[config.mk]
export PLATFORM = sky130hd
export DESIGN_NAME = ntt_core_dual
export DESIGN_NICKNAME = d
export VERILOG_FILES = /design/src/rtl/ntt_core_dual.sv
export SDC_FILE = /design/constraint.sdc
export NUM_CORES = 1
export LEC_CHECK = 0
export ABC_AREA = 1
export BUFFER_PORTS_ARGS = -buffer_cell sky130_fd_sc_hd__buf_2
export CAP_MARGIN = 5
export CELL_PAD_IN_SITES_DETAIL_PLACEMENT = 1
export CELL_PAD_IN_SITES_GLOBAL_PLACEMENT = 1
export CORE_MARGIN = 2
export CORE_UTILIZATION = 42
export DETAILED_ROUTE_END_ITERATION = 6
export GPL_ROUTABILITY_DRIVEN = 0
export GPL_TIMING_DRIVEN = 0
export PLACE_DENSITY = 0.76
export SYNTH_ARGS = -nofsm -noshare
export SYNTH_HDL_FRONTEND = slang
export SYNTH_SLANG_ARGS = --single-unit
[constraint.sdc]
create_clock -name clk -period 18.1 [get_ports clk]
set_clock_uncertainty 0.2 [all_clocks]
set_input_delay 0 -clock clk [delete_from_list [all_inputs] [get_ports clk]]
set_output_delay 0 -clock clk [all_outputs]
set_load 0.05 [all_outputs]
[src/rtl/ntt_core_dual.sv]
// Negacyclic NTT / INTT core: bit-reversed load with optional phi pre-scale,
// in-place radix-2 butterflies, natural-order output with optional iphi post-scale.
module ntt_core_dual #(
   parameter int unsigned q    = 17,
   parameter int unsigned N    = 8,
   parameter int unsigned logq = 5,
   parameter int unsigned logN = 3
) (
   input  logic            clk,
   input  logic            reset,
   input  logic            mode,
   input  logic            in_valid,
   input  logic [logq-1:0] poly_in,
   output logic            in_ready,
   output logic            out_valid,
   output logic [logq-1:0] poly_out,
   input  logic            out_ready,
   input  logic            tw_we,
   input  logic [1:0]      tw_sel,
   input  logic [logN-1:0] tw_addr,
   input  logic [logq-1:0] tw_data,
   output logic            busy
);

   localparam int unsigned PW   = 2 * logq;
   localparam int unsigned CW   = logq + 1;
   localparam int unsigned HALF = N / 2;
   localparam int unsigned PAW  = logN - 1;

   typedef enum logic [1:0] {S_LOAD, S_COMPUTE, S_OUTPUT} state_t;

   state_t            state, next_state;
   logic [logN-1:0]   cnt;
   logic [logN-1:0]   stage;
   logic [PAW-1:0]    pair;
   logic              mode_r;

   logic [logq-1:0]   c_mem  [N];
   logic [logq-1:0]   phi_t  [N];
   logic [logq-1:0]   w_t    [N];
   logic [logq-1:0]   iw_t   [N];
   logic [logq-1:0]   iphi_t [N];

   logic              load_fire;
   logic              last_bfly;
   logic              load_mode;
   logic [logq-1:0]   load_val;
   logic [logN-1:0]   low_mask, j_ext, idx_a, idx_b, tw_k;
   logic [logq-1:0]   tw_val, bf_v, bf_sum, bf_dif;

   function automatic logic [logN-1:0] bitrev(input logic [logN-1:0] x);
      logic [logN-1:0] r;
      for (int i = 0; i < int'(logN); i++) r[i] = x[int'(logN) - 1 - i];
      return r;
   endfunction

   function automatic logic [logq-1:0] mod_mul(input logic [logq-1:0] x, input logic [logq-1:0] y);
      logic [PW-1:0] p;
      p = PW'(x) * PW'(y);
      return logq'(p % PW'(q));
   endfunction

   function automatic logic [logq-1:0] mod_add(input logic [logq-1:0] x, input logic [logq-1:0] y);
      logic [CW-1:0] s;
      s = CW'(x) + CW'(y);
      if (s >= CW'(q)) s = s - CW'(q);
      return logq'(s);
   endfunction

   function automatic logic [logq-1:0] mod_sub(input logic [logq-1:0] x, input logic [logq-1:0] y);
      logic [CW-1:0] d;
      d = CW'(x) - CW'(y);
      if (x < y) d = d + CW'(q);
      return logq'(d);
   endfunction

   // Butterfly addressing: a = pair with a zero inserted at bit 'stage'
   always_comb begin
      low_mask  = (logN'(1) << stage) - logN'(1);
      j_ext     = logN'(pair);
      idx_a     = ((j_ext & ~low_mask) << 1) | (j_ext & low_mask);
      idx_b     = idx_a | (logN'(1) << stage);
      tw_k      = (idx_a & low_mask) << (logN'(logN - 1) - stage);
      tw_val    = mode_r ? iw_t[tw_k] : w_t[tw_k];
      bf_v      = mod_mul(c_mem[idx_b], tw_val);
      bf_sum    = mod_add(c_mem[idx_a], bf_v);
      bf_dif    = mod_sub(c_mem[idx_a], bf_v);
      load_mode = (cnt == '0) ? mode : mode_r;
      load_val  = load_mode ? poly_in : mod_mul(poly_in, phi_t[cnt]);
      poly_out  = mode_r ? mod_mul(c_mem[cnt], iphi_t[cnt]) : c_mem[cnt];
   end

   always_ff @(posedge clk) begin
      if (reset) state <= S_LOAD;
      else       state <= next_state;
   end

   always_comb begin
      next_state = state;
      in_ready   = 1'b0;
      out_valid  = 1'b0;
      busy       = 1'b0;
      load_fire  = 1'b0;
      last_bfly  = (stage == logN'(logN - 1)) && (pair == PAW'(HALF - 1));
      case (state)
         S_LOAD: begin
            in_ready  = !tw_we;
            load_fire = in_valid && !tw_we;
            if (load_fire && cnt == logN'(N - 1)) next_state = S_COMPUTE;
         end
         S_COMPUTE: begin
            busy = 1'b1;
            if (last_bfly) next_state = S_OUTPUT;
         end
         S_OUTPUT: begin
            busy      = 1'b1;
            out_valid = 1'b1;
            if (out_ready && cnt == logN'(N - 1)) next_state = S_LOAD;
         end
         default: next_state = S_LOAD;
      endcase
   end

   // Frame counters; cnt wraps to zero naturally after beat N-1
   always_ff @(posedge clk) begin
      if (reset) begin
         cnt    <= '0;
         stage  <= '0;
         pair   <= '0;
         mode_r <= 1'b0;
      end else begin
         case (state)
            S_LOAD: begin
               if (load_fire) begin
                  if (cnt == '0) mode_r <= mode;
                  cnt <= cnt + logN'(1);
               end
            end
            S_COMPUTE: begin
               if (pair == PAW'(HALF - 1)) begin
                  pair  <= '0;
                  stage <= last_bfly ? '0 : stage + logN'(1);
               end else begin
                  pair <= pair + PAW'(1);
               end
            end
            S_OUTPUT: begin
               if (out_ready) cnt <= cnt + logN'(1);
            end
            default: ;
         endcase
      end
   end

   always_ff @(posedge clk) begin
      if (!reset) begin
         if (load_fire) begin
            c_mem[bitrev(cnt)] <= load_val;
         end else if (state == S_COMPUTE) begin
            c_mem[idx_a] <= bf_sum;
            c_mem[idx_b] <= bf_dif;
         end
      end
   end

   // Tables are only writable between frames
   always_ff @(posedge clk) begin
      if (tw_we && state == S_LOAD && cnt == '0) begin
         case (tw_sel)
            2'd0:    phi_t[tw_addr]  <= tw_data;
            2'd1:    w_t[tw_addr]    <= tw_data;
            2'd2:    iw_t[tw_addr]   <= tw_data;
            default: iphi_t[tw_addr] <= tw_data;
         endcase
      end
   end

endmodule

### Yosys cells after proc, flatten, opt, wreduce, memory -nomap -nowiden

Memory sizes are Yosys's and may differ from the RTL's. A register that Yosys moved wholly into a read port is not among the register bits.
Cells that the tools add are included.

| word-level totals | value |
|---|---|
| bits of input ports | 21 |
| RAM bits | 200 |
| logic and storage cells | 112 |
| output and inout port bits | 8 |
| flip-flop bits (word level) | 11 |
| memories kept | 5 |

| operators by class | value |
|---|---|
| mux-type cells | 47 |
| add/subtract/negate cells | 9 |
| reductions and logical operators | 18 |
| shift-type cells | 2 |
| equal/unequal tests | 12 |
| bitwise logic cells | 6 |
| magnitude comparators | 2 |
| divide/modulo/power cells | 3 |
| $mul | 3 |

Memories:

| memory | words | bits a word | rd ports | clocked after memory_dff | write ports | line | RTL |
|---|---|---|---|---|---|---|---|
| c_mem | 8 | 5 | 3 | 1 | 2 | 38 | `logic [logq-1:0] c_mem [N];` |
| iphi_t | 8 | 5 | 1 | 1 | 1 | 42 | `logic [logq-1:0] iphi_t [N];` |
| iw_t | 8 | 5 | 1 | 0 | 1 | 41 | `logic [logq-1:0] iw_t [N];` |
| phi_t | 8 | 5 | 1 | 1 | 1 | 39 | `logic [logq-1:0] phi_t [N];` |
| w_t | 8 | 5 | 1 | 0 | 1 | 40 | `logic [logq-1:0] w_t [N];` |

Operator list:

| operator | count |
|---|---|
| $mod 10x5->10 const B | 3 |
| $mul 5x5->10 | 3 |
| $mux 3 | 10 |
| $mux 5 | 6 |
| $mux 1 | 25 |
| $ne 2x2->1 const B | 5 |
| $mux 2 | 4 |
| $add 3x1->3 const B | 2 |
| $add 5x5->6 | 1 |
| $eq 2x2->1 const B | 3 |
| $ge 6x5->1 const B | 1 |
| $logic_and 1x1->1 | 6 |
| $or 3x3->3 | 2 |
| $pmux 2 s3 | 1 |
| $pmux 3 s2 | 1 |
| $reduce_and 3->1 | 2 |
| $add 5x5->5 const B | 1 |
| $lt 5x5->1 | 1 |
| $reduce_or 5->1 | 1 |
| $sub 5x5->5 | 1 |
| $sub 5x5->5 const B | 1 |
| $eq 2x1->1 const B | 2 |
| $logic_not 2->1 | 2 |
| $reduce_and 2->1 | 2 |
| 16 further kinds | 16 |

### Depth between registers and ports, before layout

Gate-level depths: netlist of the first run.
An unclocked memory read counts as a cell.

| depth | value |
|---|---|
| depth in word-level cells | 15 |
| mapped depth | 86 |
| mapped depth without buffers | 83 |

### Worst setup path before layout of the first run

No wires, ideal clock.

| path | value |
|---|---|
| path type | reg2reg |
| start | register stage[0] |
| end | memory c_mem[4][4] (data pin) |
| setup time | 0.253 ns |
| stages on the path, launching flop included | 77 |
| clock period less this slack | 11.708 ns |
| setup slack | 6.392 ns |
| data required time | 17.647 ns |
| path buffers | 5 |
| arrival time | 11.255 ns |
| cells stage by stage | dfxtp_1 > inv_1 > ha_1 > inv_1 > or2_2 > clkbuf_1 > nor2_1 > buf_2 > buf_1 > clkbuf_1 > nor2_1 > nor3_1 > o22ai_1 > nand2_1 > nand2_1 > or2_2 > fa_1 > fa_1 > [... 41 more ...] > inv_1 > ha_1 > clkbuf_1 > nand2_1 > o21ai_0 > xor2_1 > nor2_1 > inv_1 > nor2_1 > a21oi_1 > a21oi_1 > nand2_4 > nand2_1 > nand2_1 > nand2_2 > nand2_4 > nand2_1 > nand2_1 |

RTL lines:

| item | line | RTL |
|---|---|---|
| start, declared | 34 | `logic [logN-1:0] stage;` |
| start signal, assigned | 142 | `stage <= last_bfly ? '0 : stage + logN'(1);` |
| end, declared | 38 |  |

==> summary.md, run 1 <==
| Metric | Value |
|---|---|
| Max Freq | `69.0 MHz` |
| Wire length per cell | `17.7 µm` |
| # DRC | `0` |
| Synthesized net count | `2185` |
| RSZ-0062 raised after global routing | `no` |
| DR vias/cell | `5.34` |
| Path type of the worst min-delay path | `in2reg` |
| Crit path capture type | `flip-flop` |
| 1st-pass router iterations | `5` |
| Max Root-Sink Buffers | `3` |
| Layout area overhead | `9.63%` |
| Status | `completed` |
| Yosys synthesis warning count | `0` |
| Cts repair resizes | `0` |
| DR vias | `14100` |
| Post-CTS Setup Repair Bufs | `0` |
| Data required, critical path | `18.27 ns` |
| HP Start | `tw_sel[0]` |
| Syn Area/Cell | `7.95 µm²` |
| Cts bufs inserted | `20` |
| Post-DP HPWL | `36800 µm` |
| Fraction of layout cells with a size suffix above 1 | `9.29%` |
| Sequential standard cell area | `6290 µm²` |
| Reg-to-reg critical path startpoint | `stage[0]` |
| Worst skew pair latency | `0.52 ns` |
| Synthesized instance count | `2044` |
| Slowest stage delay, CP | `0.82 ns` |
| Fillers | `4745` |
| Post-synth EDFFs | `200` |
| Final setup viols | `0` |
| Kind of critical path | `reg2reg` |
| Initial antenna violation count | `0` |
| Critical Path Start Type | `flip-flop` |
| Nets | `2249` |
| CTS root buffer | `clkbuf_16` |
| Chip width | `201 µm` |
| Hold-fix buffers, CTS | `14` |
| Antenna Nets Post-Route | `0` |
| R2r setup slk | `3.61 ns` |
| 1st-iter DRT viols | `799` |
| Count of cell types in the netlist | `55` |
| Largest net degree at the start of global routing | `33` |
| Number of buffers added on ports | `28` |
| Remaining Overflow, GRT | `0` |
| Slew Viols, Final | `0` |
| Top_reg_cell synth | `edfxtp_1` |
| Critical Path Start | `stage[0]` |
| Multi-input logic area | `8680 µm²` |
| Vias in the first global route | `15000` |
| Core area | `38400 µm²` |
| Die Span Y | `201 µm` |
| CTS tree | `done` |
| Final Hold Fails | `0` |
| Final Critical Period | `14.49 ns` |
| Max-cap violations | `0` |
| N_diodes | `0` |
| Slowest cell on the critical path | `xor2_1` |
| Cell mode on critical path | `nand2_1` |
| WL final | `46800 µm` |
| Total GRT Usage | `23.4%` |
| Die area | `40300 µm²` |
| Final setup TNS | `0 ns` |
| Initial Utilization | `42.3%` |
| CTS H-tree depth | `1` |
| Mapped cell area | `16200 µm²` |
| First-pass GRT wire length | `76700 µm` |
| Sequential area share after synthesis | `38.7%` |
| IO Pins | `29` |
| Arr. time, crit path | `14.65 ns` |
| Yosys reg bits | `214` |
| Crit share post-route | `80.0%` |
| Cell Rows | `72` |
| FFs w/ async S/R, synth | `0%` |
| Clock sink count | `214` |
| Fin util | `46.4%` |
| Slew @ Worst Pin | `1.12 ns` |
| Crit Path Max Fanout | `10` |
| Reg clk slew, reported paths | `0.06 ns` |
| Max-slew headroom | `25.0%` |
==> final timing paths <==
kind                                     to  depth (start not counted)
worst max-delay path            c_mem[3][3]                         69
worst min-delay path            phi_t[5][4]                          4
worst max register to register  c_mem[3][3]                         69
worst min register to register     stage[1]                          2
==> sequential cells by signal, summed over array words and instances (netlist names), named ones only <==
| signal | cells |
|---|---|
| pair | 2 |
| stage | 3 |
| c_mem | 40 |
| state | 2 |
| w_t | 40 |
| phi_t | 40 |
| mode_r | 1 |
| iw_t | 40 |
| cnt | 3 |
| iphi_t | 40 |
==> synth_stat cells (all sizes together) (5+ instances only) <==
cell type / count / area share (%)
ha: 91 / 7.0
nand3: 127 / 4.8
nand3b: 6 / 0.28
inv: 291 / 6.7
mux2i: 21 / 1.3
nand4: 39 / 1.6
nor3: 32 / 1.1
mux2: 6 / 0.42
xnor2: 13 / 0.70
nand2: 531 / 13
o22ai: 17 / 0.65
a31oi: 5 / 0.19
edfxtp: 200 / 37
o211ai: 6 / 0.34
or2: 13 / 0.50
fa: 29 / 3.6
buf: 12 / 0.33
o21bai: 6 / 0.35
o221ai: 9 / 0.49
xor2: 36 / 2.2
dfxtp: 14 / 1.7
clkbuf: 33 / 0.76
o21ai: 179 / 5.6
a21oi: 73 / 2.5
nor2: 237 / 5.7
==> area by class of cell <==
type,instances,area share [%]
timing repair buffer,42,1.57
multi-input combinational,1492,48.7
buffer,45,0.998
inverter,293,6.18
clock buffer,24,2.89
clock inverter,11,0.681
sequential,214,35.3
tap,518,3.64
==> placed cells by master (no fill, tap or decap), types with 12 or more instances in the layout <==
master,instances
or2_2,12
clkbuf_1,37
ha_1,91
nand3_1,107
mux2i_1,21
nor3_1,29
clkbuf_16,20
xnor2_1,13
nand2_1,476
inv_2,14
nand4_1,37
nand3_2,15
xor2_1,30
buf_2,35
o22ai_1,17
a21oi_1,66
nor2_1,231
edfxtp_1,200
dfxtp_1,14
dlygate4sd3_1,14
fa_1,29
nand2_2,44
inv_1,277
o21ai_0,168
==> per-layer routing <==
metal / vias up / track usage (%) / routed length (µm)
met3: 78 / 1.75 / 1430
li1: 6886 / - / -
met1: 6883 / 29.5 / 20500
met2: 250 / 42.6 / 23600
met5: - / 0 / 0
met4: 0 / 7.14 / 1330
==> cells by family (layout without fill, tap and decap cells) <==
group / count (synthesis) / after routing / synth area share [%]
adders and majority gates: 120 / 120 / 10.6
muxes: 27 / 27 / 1.71
and+or+nand+nor: 987 / 987 / 27.4
DFF: 214 / 214 / 38.7
AOI/OAI and AO/OA: 309 / 309 / 10.8
buffers and inverters: 338 / 415 / 7.87
xor gates and xnor gates: 49 / 49 / 2.92
==> worst max-delay path: cells and delay by family, from the launching register on <==
| kind | cells | cell delay, ns |
|---|---|---|
| compound gates | 6 | 1.73 |
| xor+xnor | 3 | 1.41 |
| fa+ha+maj | 8 | 3.01 |
| buf+inv | 15 | 2.87 |
| flops | 1 | 0.42 |
| mux | 1 | 0.32 |
| simple gates | 36 | 4.32 |
==> per-stage QoR <==
stage	instances	instance area, µm²	worst slack (ns)	hold slack [ns]
after global placement	2590	17000	4.04	0.0697
after detailed placement	2590	17000	3.63	0.0766
after floorplan	2044	16200	6.39	-0.131
after CTS	2639	17800	3.62	0.0359
final	2639	17800	3.61	0.0408
after global routing	2639	17800	2.37	0.103
Power of run 1 is left out: the tool's default activity adds up to more than one toggle a clock period on the data nets, which glitch-free logic cannot reach.
==> inputs of run 2 (changes only) <==
clock period = 14.72 ns   (was 18.1 ns; I/O delays follow)
==> run 2 against run 1 <==
Hold slack gained 0.0048 ns. Global-route usage is the same. Wire length is essentially flat. Utilization grew 0.082 points. Worst setup slack lost 2.5 ns. Final cell count is the same. Largest cell class unchanged. Sequential share of layout area shrank 0.062 points. Highest routed layer unchanged.
==> summary.md, run 2 (same netlist as run 1, synthesis figures left out) <==
| Metric | Value |
|---|---|
| Status | `completed` |
| Reg clk slew, reported paths | `0.07 ns (about the same)` |
| Layout area overhead | `9.83%` |
| Slew Viols, Final | `0 (unchanged)` |
| DR vias/cell | `5.33 (-0.25%)` |
| Worst Reg-to-Reg Cells | `71 (+2.9%)` |
| Cts bufs inserted | `20 (unchanged)` |
| Critical Path Start Type | `flip-flop` |
| WHS Path Cells | `4 (unchanged)` |
| DR vias | `14100 (-0.25%)` |
| Crit share post-route | `92.3% (+12 points)` |
| Worst hold endpoint | `phi_t[5][4]` |
| Post-DP HPWL | `36800 µm (unchanged)` |
| R2r setup slk | `1.14 ns (-2.48 ns)` |
| Vias in the first global route | `15000 (unchanged)` |
| Data required, critical path | `14.89 ns (-3.38 ns)` |
| Die Span Y | `201 µm (unchanged)` |
| CTS tree | `done` |
| Commonest non-fill, non-tap cell in the layout | `nand2_1` |
| Crit Path Max Fanout | `10 (unchanged)` |
| Cell mode on critical path | `nand2_1` |
| 1st-iter DRT viols | `781 (-2.3%)` |
| Antenna Nets Post-Route | `0 (unchanged)` |
| Initial antenna violation count | `0 (unchanged)` |
| Final Critical Period | `13.58 ns (-0.902 ns)` |
| CTS H-tree depth | `1 (unchanged)` |
| Max-cap violations | `0 (unchanged)` |
| Most frequent cells in the layout | `476 x nand2_1, 277 x inv_1, 230 x nor2_1` |
| CTS root buffer | `clkbuf_16` |
| IO Pins | `29 (unchanged)` |
| Core area | `38400 µm² (unchanged)` |
| Initial Utilization | `42.3% (unchanged)` |
| HP Start | `tw_sel[0]` |
| Remaining Overflow, GRT | `0 (unchanged)` |
| WL final | `46800 µm (about the same)` |
| First-pass GRT wire length | `76700 µm (unchanged)` |
| Final Hold Fails | `0 (unchanged)` |
| Max-slew headroom | `29.8% (+4.7 points)` |
| Worst skew pair latency | `0.52 ns (about the same)` |
| Die area | `40300 µm² (unchanged)` |
| Chip width | `201 µm (unchanged)` |
| Post-CTS Setup Repair Bufs | `0 (unchanged)` |
| Final setup viols | `0 (unchanged)` |
| Reg-to-reg critical path startpoint | `stage[0]` |
| Slowest stage delay, CP | `0.84 ns (+0.02 ns)` |
| Slew @ Worst Pin | `1.05 ns (-0.0703 ns)` |
| Path type of the worst min-delay path | `in2reg` |
| N_diodes | `0 (unchanged)` |
| Fin util | `46.5% (+0.082 points)` |
| Total GRT Usage | `23.4% (unchanged)` |
| RSZ-0062 raised after global routing | `no` |
| Reg-to-Reg End | `c_mem[5][2]` |
| Number of buffers added on ports | `28 (unchanged)` |
| Fraction of layout cells with a size suffix above 1 | `9.62% (+0.33 points)` |
| Nets | `2249 (unchanged)` |
| Wire length per cell | `17.7 µm (about the same)` |
| Kind of critical path | `reg2reg` |
| Final setup TNS | `0 ns (unchanged)` |
| 1st-pass router iterations | `5 (unchanged)` |
| Slowest cell on the critical path | `xnor2_1` |
| Crit path capture type | `flip-flop` |
| Arr. time, crit path | `13.75 ns (-0.90 ns)` |
| # DRC | `0 (unchanged)` |
| Max Root-Sink Buffers | `3 (unchanged)` |
| Clock sink count | `214 (unchanged)` |
| Max Freq | `73.6 MHz (+6.6%)` |
| Largest net degree at the start of global routing | `33 (unchanged)` |
| Cell Rows | `72 (unchanged)` |
## run 2: changes by cell type in the layout (fill, tap and decap cells not counted), sizes merged
cell,before,now
buf,40,39
clkbuf,57,58
## run 2: worst max-delay path: cells and delay by family, from the launching register on
kind                       cells  cell delay [ns]
muxes                          1             0.14
adders and majority gates      8             3.09
buffers and inverters         15             2.33
xor gates and xnor gates       3             1.43
AOI/OAI and AO/OA              6             1.29
DFF                            1             0.41
and+or+nand+nor               38             4.51
## run 2: layout make-up
| type | count | area (µm²) |
|---|---|---|
| multi-input cells | 1492 | 8710 |
| inverters | 293 | 1100 |
| clock inverters | 11 | 121 |
| plain buffers | 45 | 183 |
| fillers | 4742 | 20500 |
| repair buffers | 42 | 280 |
| flip-flops and latches | 214 | 6290 |
| well taps | 518 | 648 |
| clock buffers | 24 | 515 |
## run 2: routing by layer
metal / up-vias / part of all wire [%] / GRT usage (%)
met5: - / 0 / 0
met4: 0 / 2.8 / 7.14
met3: 77 / 2.7 / 1.75
met2: 226 / 50 / 42.6
met1: 6875 / 44 / 29.5
li1: 6884 / - / -
## run 2: worst max-delay path by stage
stage                        endpoint  slack (ns)      from  cells past startpoint
after floorplan           c_mem[4][4]        3.01  stage[0]                     76
after global placement    c_mem[4][1]        0.66  stage[0]                     73
after detailed placement  c_mem[5][2]        0.25  stage[0]                     69
after CTS                 c_mem[3][3]        0.24  stage[0]                     69
after global routing      c_mem[4][4]        0.03  stage[0]                     71
final                     c_mem[5][2]        1.14  stage[0]                     71
## run 2: stage by stage
stage | instances | area [µm²] | worst slack (ns) | hold WS, ns
floorplan | 2044 | 16200 | 3.01 | -0.131
global route | 2639 | 17800 | 0.0340 | 0.103
finish | 2639 | 17800 | 1.14 | 0.0456
detailed placement | 2590 | 17000 | 0.249 | 0.0766
global placement | 2590 | 17000 | 0.662 | 0.0697
CTS | 2639 | 17800 | 0.236 | 0.0359
## run 2: timing repair
item,CTS,global route
hold endpoints to repair,238,0
resized for setup,0,10
setup endpoints to repair,0,40
hold buffers,14,0
Power of run 2 is left out for the same reason.
==> inputs of run 3 (changes only) <==
BUFFER_PORTS_ARGS = default   (was -buffer_cell sky130_fd_sc_hd__buf_2)
DONT_BUFFER_PORTS = 1   (was default)
PLACE_DENSITY = 0.75   (was 0.76)
==> run 3 against run 2 <==
Cell area rose by 0.31%. Sequential cell count did not move. Global-route usage rose by 0.15 points. Final cell count fell by 0.45%. Utilization rose by 0.14 points. First-iteration DRC count fell by 18%. Sequential share of layout area fell by 0.11 points. Critical path depth did not move. Clock-buffer cell count fell by 1. Non-clock buffer count fell by 15. Largest cell class unchanged. Highest routed layer unchanged.
==> summary.md, run 3 (same netlist as run 1, synthesis figures left out) <==
| Metric | Value |
|---|---|
| Core area | `38400 µm² (unchanged)` |
| Setup slack after placement | `0.301 ns (+0.0524 ns)` |
| CTS H-tree depth | `1 (unchanged)` |
| Layout area overhead | `10.2%` |
| Max-slew headroom | `17.5% (-12 points)` |
| RSZ-0062 raised after global routing | `no` |
| Hold Slack | `0.0555 ns (+0.00984 ns)` |
| Die area | `40300 µm² (unchanged)` |
| Max-cap violations | `0 (unchanged)` |
| N_diodes | `0 (unchanged)` |
| Chip width | `201 µm (unchanged)` |
| Largest net degree at the start of global routing | `33 (unchanged)` |
| Slowest stage delay, CP | `0.81 ns (-0.03 ns)` |
| DR WL met3 | `1540 µm (+20%)` |
| Critical Path Start | `stage[0]` |
| Path type of the worst min-delay path | `in2reg` |
| Final Hold Fails | `0 (unchanged)` |
| Data required, critical path | `14.88 ns (about the same)` |
| Max Root-Sink Buffers | `3 (unchanged)` |
| Slew @ Worst Pin | `1.23 ns (+0.187 ns)` |
| Crit share post-route | `92.0% (-0.33 points)` |
| R2r setup slk | `1.18 ns (+0.05 ns)` |
| Fraction of layout cells with a size suffix above 1 | `8.82% (-0.80 points)` |
| Arr. time, crit path | `13.70 ns (-0.05 ns)` |
| Critical Path Start Type | `flip-flop` |
| CP Capture Point | `c_mem[3][2]` |
| Worst skew pair latency | `0.52 ns (about the same)` |
| Max Freq | `73.9 MHz (+0.36%)` |
| Most frequent cells in the layout | `476 x nand2_1, 277 x inv_1, 230 x nor2_1` |
| Commonest non-fill, non-tap cell in the layout | `nand2_1` |
| 1st-iter DRT viols | `638 (-18%)` |
| Cts bufs inserted | `21 (+5.0%)` |
| Antenna Nets Post-Route | `0 (unchanged)` |
| Die Span Y | `201 µm (unchanged)` |
| Vias in the first global route | `14900 (-0.63%)` |
| Cell mode on critical path | `nand2_1` |
| 1st-pass router iterations | `5 (unchanged)` |
| Wire length per cell | `18.1 µm (+2.0%)` |
| Initial Utilization | `42.3% (unchanged)` |
| Crit path capture type | `flip-flop` |
| DR vias | `14100 (+0.21%)` |
| WL final | `47600 µm (+1.5%)` |
| Reg clk slew, reported paths | `0.06 ns (about the same)` |
| Final setup TNS | `0 ns (unchanged)` |
| DR vias/cell | `5.36 (+0.66%)` |
| Cell Rows | `72 (unchanged)` |
| CTS tree | `done` |
| Reg-to-reg critical path startpoint | `stage[0]` |
| Clock sink count | `214 (unchanged)` |
| Number of buffers added on ports | `0 (-100%)` |
| Routed wl met2 | `23500 µm (-0.54%)` |
| Wl on met1 | `20600 µm (-0.20%)` |
| Crit Path Max Fanout | `10 (unchanged)` |
| Slowest cell on the critical path | `xnor2_1` |
| First-pass GRT wire length | `76800 µm (about the same)` |
| Total GRT Usage | `23.5% (+0.15 points)` |
| Final setup viols | `0 (unchanged)` |
| IO Pins | `29 (unchanged)` |
| Nets | `2235 (-0.62%)` |
| Fin util | `46.6% (+0.14 points)` |
| Worst Reg-to-Reg Cells | `71 (unchanged)` |
| Remaining Overflow, GRT | `0 (unchanged)` |
| Highest routed layer | `met4` |
| Status | `completed` |
| Kind of critical path | `reg2reg` |
| Initial antenna violation count | `0 (unchanged)` |
| HP Start | `reset` |
| CTS root buffer | `clkbuf_16` |
| # DRC | `0 (unchanged)` |
| Final Critical Period | `13.54 ns (-0.0481 ns)` |
| Reg-to-Reg End | `c_mem[3][2]` |
| Post-DP HPWL | `36400 µm (-1.0%)` |
| Final Worst Setup Slack | `1.18 ns (+0.0481 ns)` |
| Slew Viols, Final | `0 (unchanged)` |
==> run 3: cell count changes in the layout (fill, tap and decap cells not counted), moves of 2 or more <==
cell and change:
inv_6 +2, buf_12 +4, buf_2 -28, clkinv_2 +3, clkbuf_1 -3, dlygate4sd3_1 +9
==> run 3: metrics by stage <==
stage | instance area (µm²) | std cells
2_1_floorplan | 16200 | 2044
3_3_place_gp | 16900 | 2562
6_report | 17900 | 2627
5_1_grt | 17900 | 2627
4_1_cts | 17900 | 2627
3_5_place_dp | 16900 | 2562
==> run 3: per-layer routing <==
| layer | global-route usage (%) | vias up |
|---|---|---|
| met5 | 0 | - |
| met4 | 9.66 | 0 |
| met3 | 2.16 | 98 |
| met2 | 42.2 | 248 |
| met1 | 29.1 | 6873 |
| li1 | - | 6872 |
==> run 3: worst max-delay path, delay by kind of cell (launching register included) <==
kind / cells / cell delay [ns]
compound gates: 6 / 1.30
fa+ha+maj: 8 / 3.05
mux: 1 / 0.16
flops: 1 / 0.42
buf+inv: 15 / 2.38
simple gates: 38 / 4.48
xor+xnor: 3 / 1.38
==> run 3: final cells by class <==
type	count	area (µm²)
Timing Repair Buffer	27	310
Multi-Input combinational cell	1492	8700
Clock inverter	15	129
Clock buffer	23	543
Sequential cell	214	6290
Buffer	45	180
Tap cell	518	648
Inverter	293	1100
Fill cell	4702	20500
==> run 3: worst min path at each step <==
| stage | endpoint | slack, ns | cells past startpoint |
|---|---|---|---|
| 4_1_cts | stage[2] | 0.05 | 2 |
| 2_1_floorplan | stage[1] | -0.13 | 1 |
| 6_report | stage[2] | 0.06 | 2 |
| 3_3_place_gp | stage[2] | -0.13 | 1 |
| 3_5_place_dp | stage[2] | -0.13 | 1 |
| 5_1_grt | stage[2] | 0.06 | 2 |
==> run 3: what timing repair did <==
action,CTS,global route
resized for setup,0,8
hold endpoints to repair,340,0
hold buffers,27,0
setup buffers,0,0
endpoints found under the setup margin,0,40
Power of run 3 is left out for the same reason.
